[src/rtl/cteq_adapt_ctrl.sv]
// -----------------------------------------------------------------------------
// cteq_adapt_ctrl
//
// Peaking-adaptation controller for the CTLE. It takes slicer data and the
// error-slicer sign, and votes only on data transitions: under-equalized
// transitions vote up, over-equalized ones vote down (sign-sign). When the
// vote accumulator reaches +/-THRESH the peaking code is stepped by one. Each
// real code change is followed by a settle window in which no votes are
// counted. This gives the DAC and CTLE time to respond before adaptation
// continues. A run of direction reversals means the loop is dithering about
// its optimum, and that sets the lock flag.
//
// Ports
//   clk          clock
//   rstb         synchronous active-low reset
//   en           adaptation enable (0 returns to IDLE, code held)
//   freeze       hold adaptation: code held, votes discarded
//   sample_valid qualifies din/err in this cycle
//   din          sliced data bit
//   err          error sign, 1 = signal magnitude above target
//   code         peaking code to the v_fz DAC (higher = more peaking)
//   code_upd     one-cycle pulse while code shows a freshly stepped value
//   locked       adaptation is dithering around its optimum
// -----------------------------------------------------------------------------
module cteq_adapt_ctrl #(
    parameter int CODE_W     = 6,
    parameter int CODE_INIT  = 32,
    parameter int CODE_MIN   = 0,
    parameter int CODE_MAX   = 63,
    parameter int ACC_W      = 8,
    parameter int THRESH     = 16,
    parameter int SETTLE_CYC = 64,
    parameter int LOCK_CNT   = 4
) (
    input  logic              clk,
    input  logic              rstb,
    input  logic              en,
    input  logic              freeze,
    input  logic              sample_valid,
    input  logic              din,
    input  logic              err,
    output logic [CODE_W-1:0] code,
    output logic              code_upd,
    output logic              locked
);

    localparam int CNT_W  = $clog2(SETTLE_CYC + 1);
    localparam int FLIP_W = $clog2(LOCK_CNT + 1);

    localparam logic [CODE_W-1:0]       CODE_RST    = CODE_W'(CODE_INIT);
    localparam logic [CODE_W-1:0]       CODE_LO     = CODE_W'(CODE_MIN);
    localparam logic [CODE_W-1:0]       CODE_HI     = CODE_W'(CODE_MAX);
    localparam logic [CODE_W-1:0]       CODE_ONE    = CODE_W'(1);
    localparam logic signed [ACC_W-1:0] ACC_ZERO    = ACC_W'(0);
    localparam logic signed [ACC_W-1:0] ACC_ONE     = ACC_W'(1);
    localparam logic signed [ACC_W-1:0] ACC_POS     = ACC_W'(THRESH);
    localparam logic signed [ACC_W-1:0] ACC_NEG     = -ACC_POS;
    localparam logic [CNT_W-1:0]        CNT_ZERO    = CNT_W'(0);
    localparam logic [CNT_W-1:0]        CNT_ONE     = CNT_W'(1);
    localparam logic [CNT_W-1:0]        SETTLE_LAST = CNT_W'(SETTLE_CYC - 1);
    localparam logic [FLIP_W-1:0]       FLIP_ZERO   = FLIP_W'(0);
    localparam logic [FLIP_W-1:0]       FLIP_ONE    = FLIP_W'(1);
    localparam logic [FLIP_W-1:0]       FLIP_MAX    = FLIP_W'(LOCK_CNT);

    typedef enum logic [2:0] {
        ST_IDLE   = 3'd0,
        ST_SETTLE = 3'd1,
        ST_ACCUM  = 3'd2,
        ST_UPDATE = 3'd3,
        ST_FROZEN = 3'd4
    } state_t;

    state_t                   state_r, state_next_s;
    logic [CODE_W-1:0]        code_r, code_next_s;
    logic                     code_upd_r, code_upd_next_s;
    logic                     locked_r, locked_next_s;
    logic signed [ACC_W-1:0]  acc_r, acc_next_s;
    logic [CNT_W-1:0]         settle_cnt_r, settle_cnt_next_s;
    logic [FLIP_W-1:0]        flip_cnt_r, flip_cnt_next_s;
    logic                     d_prev_r, d_prev_next_s;
    logic                     d_prev_vld_r, d_prev_vld_next_s;
    logic                     last_dir_r, last_dir_next_s;
    logic                     dir_vld_r, dir_vld_next_s;

    logic                     step_req_s;
    logic                     dir_up_s;
    logic                     code_sat_s;
    logic                     vote_s;
    logic                     enter_settle_s;
    logic                     enter_update_s;

    // Saturating increment of the reversal counter.
    function automatic logic [FLIP_W-1:0] flip_inc(input logic [FLIP_W-1:0] cnt);
        if (cnt >= FLIP_MAX) begin
            return FLIP_MAX;
        end else begin
            return cnt + FLIP_ONE;
        end
    endfunction

    // The accumulator can only sit at +/-THRESH for one cycle, so its sign
    // gives the step direction when the threshold is reached.
    assign step_req_s = (acc_r == ACC_POS) || (acc_r == ACC_NEG);
    assign dir_up_s   = ~acc_r[ACC_W-1];
    assign code_sat_s = dir_up_s ? (code_r == CODE_HI) : (code_r == CODE_LO);
    assign vote_s     = sample_valid & d_prev_vld_r & (din ^ d_prev_r);

    // State register.
    always_ff @(posedge clk) begin
        if (!rstb) begin
            state_r <= ST_IDLE;
        end else begin
            state_r <= state_next_s;
        end
    end

    // Next-state logic: en has priority over freeze, and freeze has priority over normal flow.
    always_comb begin
        state_next_s = state_r;
        if (!en) begin
            state_next_s = ST_IDLE;
        end else if (freeze && (state_r != ST_IDLE)) begin
            state_next_s = ST_FROZEN;
        end else begin
            case (state_r)
                ST_IDLE: begin
                    if (freeze) begin
                        state_next_s = ST_IDLE;
                    end else begin
                        state_next_s = ST_SETTLE;
                    end
                end
                ST_SETTLE: begin
                    if (settle_cnt_r == SETTLE_LAST) begin
                        state_next_s = ST_ACCUM;
                    end else begin
                        state_next_s = ST_SETTLE;
                    end
                end
                ST_ACCUM: begin
                    if (step_req_s) begin
                        state_next_s = ST_UPDATE;
                    end else begin
                        state_next_s = ST_ACCUM;
                    end
                end
                // A real code change needs settling; a saturated step does not.
                ST_UPDATE: begin
                    if (code_upd_r) begin
                        state_next_s = ST_SETTLE;
                    end else begin
                        state_next_s = ST_ACCUM;
                    end
                end
                ST_FROZEN: state_next_s = ST_SETTLE;
                default:   state_next_s = ST_IDLE;
            endcase
        end
    end

    // Datapath and output next values. The code step is applied on the edge
    // that enters UPDATE, so code and code_upd appear one edge after the
    // threshold vote is registered.
    always_comb begin
        enter_settle_s    = (state_next_s == ST_SETTLE) && (state_r != ST_SETTLE);
        enter_update_s    = (state_next_s == ST_UPDATE);
        settle_cnt_next_s = settle_cnt_r;
        acc_next_s        = ACC_ZERO;
        d_prev_next_s     = d_prev_r;
        d_prev_vld_next_s = d_prev_vld_r;
        code_next_s       = code_r;
        code_upd_next_s   = 1'b0;
        flip_cnt_next_s   = flip_cnt_r;
        locked_next_s     = locked_r;
        last_dir_next_s   = last_dir_r;
        dir_vld_next_s    = dir_vld_r;

        if (enter_settle_s) begin
            settle_cnt_next_s = CNT_ZERO;
        end else if (state_r == ST_SETTLE) begin
            settle_cnt_next_s = settle_cnt_r + CNT_ONE;
        end else begin
            settle_cnt_next_s = settle_cnt_r;
        end

        // Votes count only while ACCUM is held. Every other path clears acc.
        if ((state_r == ST_ACCUM) && (state_next_s == ST_ACCUM)) begin
            if (vote_s) begin
                acc_next_s = err ? (acc_r - ACC_ONE) : (acc_r + ACC_ONE);
            end else begin
                acc_next_s = acc_r;
            end
        end else begin
            acc_next_s = ACC_ZERO;
        end

        if (!en) begin
            d_prev_vld_next_s = 1'b0;
        end else if (freeze) begin
            d_prev_vld_next_s = d_prev_vld_r;
        end else begin
            if (sample_valid) begin
                d_prev_next_s = din;
            end else begin
                d_prev_next_s = d_prev_r;
            end
            if (enter_settle_s) begin
                d_prev_vld_next_s = 1'b0;
            end else if (sample_valid) begin
                d_prev_vld_next_s = 1'b1;
            end else begin
                d_prev_vld_next_s = d_prev_vld_r;
            end
        end

        if (!en) begin
            flip_cnt_next_s = FLIP_ZERO;
            locked_next_s   = 1'b0;
            dir_vld_next_s  = 1'b0;
        end else if (enter_update_s) begin
            last_dir_next_s = dir_up_s;
            dir_vld_next_s  = 1'b1;
            if (code_sat_s) begin
                flip_cnt_next_s = FLIP_ZERO;
            end else begin
                code_next_s     = dir_up_s ? (code_r + CODE_ONE) : (code_r - CODE_ONE);
                code_upd_next_s = 1'b1;
                // dir_vld_r is low for the first step after IDLE, so that step never counts as a flip.
                if (dir_vld_r && (dir_up_s != last_dir_r)) begin
                    flip_cnt_next_s = flip_inc(flip_cnt_r);
                end else begin
                    flip_cnt_next_s = FLIP_ZERO;
                end
            end
            locked_next_s = (flip_cnt_next_s >= FLIP_MAX);
        end else begin
            flip_cnt_next_s = flip_cnt_r;
        end
    end

    // Datapath and output registers.
    always_ff @(posedge clk) begin
        if (!rstb) begin
            code_r       <= CODE_RST;
            code_upd_r   <= 1'b0;
            locked_r     <= 1'b0;
            acc_r        <= ACC_ZERO;
            settle_cnt_r <= CNT_ZERO;
            flip_cnt_r   <= FLIP_ZERO;
            d_prev_r     <= 1'b0;
            d_prev_vld_r <= 1'b0;
            last_dir_r   <= 1'b0;
            dir_vld_r    <= 1'b0;
        end else begin
            code_r       <= code_next_s;
            code_upd_r   <= code_upd_next_s;
            locked_r     <= locked_next_s;
            acc_r        <= acc_next_s;
            settle_cnt_r <= settle_cnt_next_s;
            flip_cnt_r   <= flip_cnt_next_s;
            d_prev_r     <= d_prev_next_s;
            d_prev_vld_r <= d_prev_vld_next_s;
            last_dir_r   <= last_dir_next_s;
            dir_vld_r    <= dir_vld_next_s;
        end
    end

    assign code     = code_r;
    assign code_upd = code_upd_r;
    assign locked   = locked_r;

endmodule

[config.mk]
export PLATFORM = sky130hd
export DESIGN_NAME = cteq_adapt_ctrl
export DESIGN_NICKNAME = d
export VERILOG_FILES = /design/src/rtl/cteq_adapt_ctrl.sv
export SDC_FILE = /design/constraint.sdc
export NUM_CORES = 1
export LEC_CHECK = 0
export BUFFER_PORTS_ARGS = -buffer_cell sky130_fd_sc_hd__buf_2
export CELL_PAD_IN_SITES_DETAIL_PLACEMENT = 0
export CELL_PAD_IN_SITES_GLOBAL_PLACEMENT = 1
export CORE_AREA = 2 2 91 93
export DETAILED_ROUTE_END_ITERATION = 6
export DIE_AREA = 0 0 93 95
export PLACE_DENSITY = 0.45
export SYNTH_ARGS = -nofsm -noshare
export SYNTH_HDL_FRONTEND = slang
export SYNTH_SLANG_ARGS = --single-unit
[constraint.sdc]
create_clock -name clk -period 3.7 [get_ports clk]
set_clock_uncertainty 0.15 [all_clocks]
set_input_delay 0.37 -clock clk [delete_from_list [all_inputs] [get_ports clk]]
set_output_delay 0.37 -clock clk [all_outputs]
set_load 0.005 [all_outputs]
**Word-level counts from Yosys, hierarchy flattened**

Index checks and enable logic that the tools add are counted.

- Output and inout bits: 8
- Word-level logic and storage cells: 74
- Input bits: 7
- Register bits: 33

- Bitwise gates (word level): 7
- Multiplexer cells: 18
- $lt $le $gt $ge: 2
- Reduce and logical (&&, ||, !) cells: 17
- Equal/unequal tests: 13
- $add $sub $neg: 6

Operators with widths:

| cell | count |
|---|---|
| 3-bit two-way mux | 7 |
| 3-bit case mux with 5 select lines | 1 |
| 3-bit by 2-bit equality test with 1-bit output (second input constant) | 4 |
| 3-bit AND reduction | 3 |
| 8-bit by 2-bit adder with 8-bit output (second input constant) | 1 |
| 8-bit by 5-bit equality test with 1-bit output (second input constant) | 1 |
| 8-bit by 6-bit equality test with 1-bit output (second input constant) | 1 |
| 8-bit two-way mux | 1 |
| 2-bit AND reduction | 4 |
| 8-bit by 2-bit subtractor with 8-bit output (second input constant) | 1 |
| 7-bit by 1-bit adder with 7-bit output (second input constant) | 1 |
| 7-bit by 6-bit equality test with 1-bit output (second input constant) | 1 |
| 6-bit by 1-bit adder with 6-bit output (second input constant) | 1 |
| 3-bit by 1-bit equality test with 1-bit output (second input constant) | 2 |
| 6-bit equality test (second input constant) | 1 |
| 3-bit greater-or-equal comparator (second input constant) | 2 |
| 6-bit logical NOT | 1 |
| 1-bit two-way mux | 6 |
| 6-bit two-way mux | 1 |
| 6-bit by 1-bit subtractor with 6-bit output (second input constant) | 1 |
| 1-bit logical AND | 4 |
| 2-bit two-way mux | 2 |
| 1-bit NOT | 4 |
| 3-bit by 1-bit adder with 3-bit output (second input constant) | 1 |
| 10 further kinds | 11 |

**Longest topological paths before layout**

- Depth after elaboration: 10
- Depth in mapped cells: 9
- Mapped depth without buffers: 8

**Least setup slack after synthesis**

Ideal clock, no wire load.

- Kind: input port to flip-flop
- Start point: input err
- End point: register acc_r[7]
- Slack: 1847 ps
- Data required time: 3423 ps
- Stages on the path: 7
- Buffers on the path: 0
- Arrival time: 1576 ps
- Library setup time: 127 ps
- Path through: ha_1 a21oi_1 o211ai_1 o41ai_1 xnor2_1 a21o_1 a21oi_1

- Word-level cells in the longest chain between the ends: 1

RTL lines:

| element | line | text |
|---|---|---|
| start: declaration | 41 | `input logic err,` |
| 8-bit two-way mux | 189 | `acc_next_s = err ? (acc_r - ACC_ONE) : (acc_r + ACC_ONE);` |
| end signal: assignment | 258 | `acc_r <= acc_next_s;` |
| end: declaration | 77 | `logic signed [ACC_W-1:0] acc_r, acc_next_s;` |

Every way passes these cells.
A chain may end at the register's enable or synchronous reset.

**Worst setup path after layout**

- Start point: register settle_cnt_r[0]
- End point: register code_r[5] (netlist: code[5])

- Word-level cells in the longest chain between the ends: 7

RTL lines:

| element | line | text |
|---|---|---|
| start: declaration | 78 | `logic [CNT_W-1:0] settle_cnt_r, settle_cnt_next_s;` |
| start signal: assignment | 259 | `settle_cnt_r <= settle_cnt_next_s;` |
| 7-bit by 6-bit equality test with 1-bit output | 134 | `if (settle_cnt_r == SETTLE_LAST) begin` |
| 2-bit two-way mux | 134 |  |
| 3-bit case mux with 5 select lines | 125 | `case (state_r)` |
| 3-bit two-way mux | 122 | `end else if (freeze && (state_r != ST_IDLE)) begin` |
| 3-bit two-way mux | 120 | `if (!en) begin` |
| 3-bit by 2-bit equality test with 1-bit output | 166 | `enter_update_s = (state_next_s == ST_UPDATE);` |
| 3-bit AND reduction (no line) | -- |  |
| end signal: assignment | 255 | `code_r <= code_next_s;` |
| end: declaration | 74 | `logic [CODE_W-1:0] code_r, code_next_s;` |

Every way passes these cells.

==> metrics <==
outcome=finished, final reports clean; CORE AREA=0.00793 mm^2; Sink Count=32; sequential area share after synthesis=approximately 33%; final wirelength=4.03 mm; Final Non-Filler Cells=between 300 and 400; CTS H-tree lvls=2; Cell Rows=33; DIE HEIGHT=about 95 um; post_cts resized=0; Final Cycle Share=58.0%; gr usage total=roughly 10%; Cells after Synth=around 220; Setup Viol. Count Final=0; # diodes=0; Adder-Cell Fraction of Synth Area=between 10 and 15%; nets=~250; Worst-Skew Late Latency=0.28 ns; main combinational cell family by area after synthesis=simple AND/OR/NAND/NOR gates; WS Path Type=register to register; Antenna Nets Post-Route=0; synthesized area per cell=just under 9 um^2; dominant synthesized flop cell=dfxtp_1; overall power=759 uW; Synth area leaders=dfxtp_1, ha_1, xnor2_1, mux2i_1, nor2_1; PwrDens=roughly 340 mW/mm^2; mapped cell area=0.00193 mm^2; share of cells above drive strength 1=between 10% and 20%; # Post-CTS Setup Buffers=0; clk root buf=clkbuf_8; post-route minimum period=approximately 2.1 ns; multi-input logic area=~0.0012 mm^2; vias in the first global route=around 1,500; Worst Hold Class=primary input to register; commonest cells after routing, fill and taps aside=dfxtp_1, nor2_1, buf_2; CP arrival=about 2.2 ns; most common cell after layout, fill and taps aside=dfxtp_1; global route total overflow=0; Ports=15; Syn. warnings=0; Required @ worst endpoint=between 3 and 4 ns; Port Buffer Count=14; ys async rst share=0%; Simple-Gate Fraction of Synth Area=approximately a quarter; worst-margin pin slew=0.677 ns; Min Hold Slack=around 0.22 ns; Final Hold Viols=0; #FFs+latches synth=32; Synth top area share=between 30% and 40%; Leak Pwr=roughly 0.82 nW; Reg area=641 um^2; CP max FO=11; post-synthesis xor/xnor area fraction=8.61%; Setup TNS=0 ns; count of cell types in the netlist=54; Max-Cap Viols=0; mux cell area share after synthesis=5.25%; Post-synth EDFFs=0; initial antenna violation count=0; Highest Clock Rate=around 470 MHz; die width=between 90 and 100 um; Clock Path Buffers=2; WL/cell=~12 um; Synth area leader=dfxtp_1; Final Max Slew Viols=0; largest net degree at the start of global routing=15; Worst VDD drop=0.000126 V; RSZ-0062 raised after global routing=false; DP Cell Count=roughly 330; Final Util=between 20 and 30%; Final GP Congestion=about 0.7; Starting Density=approximately 24%; CTS tree=done; Synth Net Count=around 240; Worst Setup Start Kind=register; CP Capture Type=register; Worst-path clk slew=0.07 ns; via count=1,480; dpl hpwl=~3.1 mm; Die Area=just under 0.009 mm^2; Slew HR=a little over half; DRT iter0 DRCs=27; vias per std cell=4.39; compound-cell area share of the yosys netlist=11.5%; # fillers=889; global-route wire length before repair=approximately 7 mm; hold_buf cts=0; number of iterations in the first detailed-routing pass=4; DR DRC count=0; cts bufs inserted=5; Area Growth Syn to Fin=14.7%
-- cell type report --
| cell class | count | share of cell area [%] |
|---|---|---|
| clock buffer | 7 | 4.35 |
| clock inverter | 1 | 1.36 |
| inverter | 13 | 2.20 |
| multi-input combinational | 165 | 54.1 |
| sequential | 32 | 28.9 |
| tap | 105 | 5.93 |
| timing repair buffer | 14 | 3.16 |
-- sequential cells by signal, indices dropped and copies added, names as in the netlist --
name	cells
locked	1
settle_cnt_r	7
state_r	3
acc_r	8
flip_cnt_r	2
dir_vld_r	1
d_prev_vld_r	1
d_prev_r	1
code	6
code_upd	1
last_dir_r	1
-- routing by layer --
metal	GRT usage (%)	share of wire [%]
met4	3.80	1.3
met5	0	0
met1	12.8	49
met3	2.55	3.1
met2	16.5	46
-- metrics by stage --
stage | instance area (um^2) | worst slack, ns
2_1_floorplan | 1930 | 1.85
3_3_place_gp | 2090 | 1.49
3_5_place_dp | 2090 | 1.49
4_1_cts | 2220 | 1.50
5_1_grt | 2220 | 1.30
6_report | 2220 | 1.56
-- logic make-up after synthesis --
group | Yosys count
multiplexers | 10
AO/OA/AOI/OAI | 32
flip-flops | 32
AND/OR/NAND/NOR | 88
buffers and inverters | 20
XOR/XNOR | 19
adder cells (fa/ha/maj) | 16
-- where the power goes --
group	leakage (nW)	total, mW	switching, mW	internal (mW)
registers	0.258	0.349	0.00255	0.347
logic	0.498	0.0408	0.0237	0.0171
clock network	0.0645	0.370	0.132	0.238
-- synthesized netlist by cell type, types with 2 or more instances --
| cell type | number |
|---|---|
| mux2i_1 | 9 |
| dfxtp_1 | 32 |
| nor2_1 | 22 |
| a31oi_1 | 3 |
| nand3b_1 | 2 |
| fa_1 | 2 |
| nor2b_1 | 8 |
| buf_4 | 2 |
| and2_1 | 4 |
| a31o_1 | 2 |
| xor2_1 | 6 |
| ha_1 | 13 |
| nand3_1 | 11 |
| and3_1 | 4 |
| a21oi_1 | 7 |
| xnor2_1 | 13 |
| o21ai_1 | 2 |
| buf_2 | 2 |
| nand4_1 | 3 |
| nand2b_1 | 2 |
| inv_1 | 13 |
| o211ai_1 | 2 |
| o21ai_0 | 4 |
| nand2_1 | 13 |
| and4_1 | 2 |
| nor3_1 | 6 |
-- worst max-delay path, stage by stage, from the launching register on --
cell	delay [ns]
dfxtp_1	0.36
ha_1	0.20
nand4_1	0.18
a2bb2oi_1	0.20
nor3_1	0.18
and3_1	0.45
and4_1	0.25
o21ai_1	0.05
-- worst paths after layout --
path	start	endpoint	slack, ns	cells after the start
max reg2reg	settle_cnt_r[0]$_SDFFE_PP0P_	code[5]$_SDFFE_PN1P_	1.56	7
min reg2reg	last_dir_r$_SDFFE_PN0P_	last_dir_r$_SDFFE_PN0P_	0.32	2
min	din	d_prev_r$_SDFFE_PN0P_	0.22	3
max	settle_cnt_r[0]$_SDFFE_PP0P_	code[5]$_SDFFE_PN1P_	1.56	7
Power figures use the tool's default switching activity.
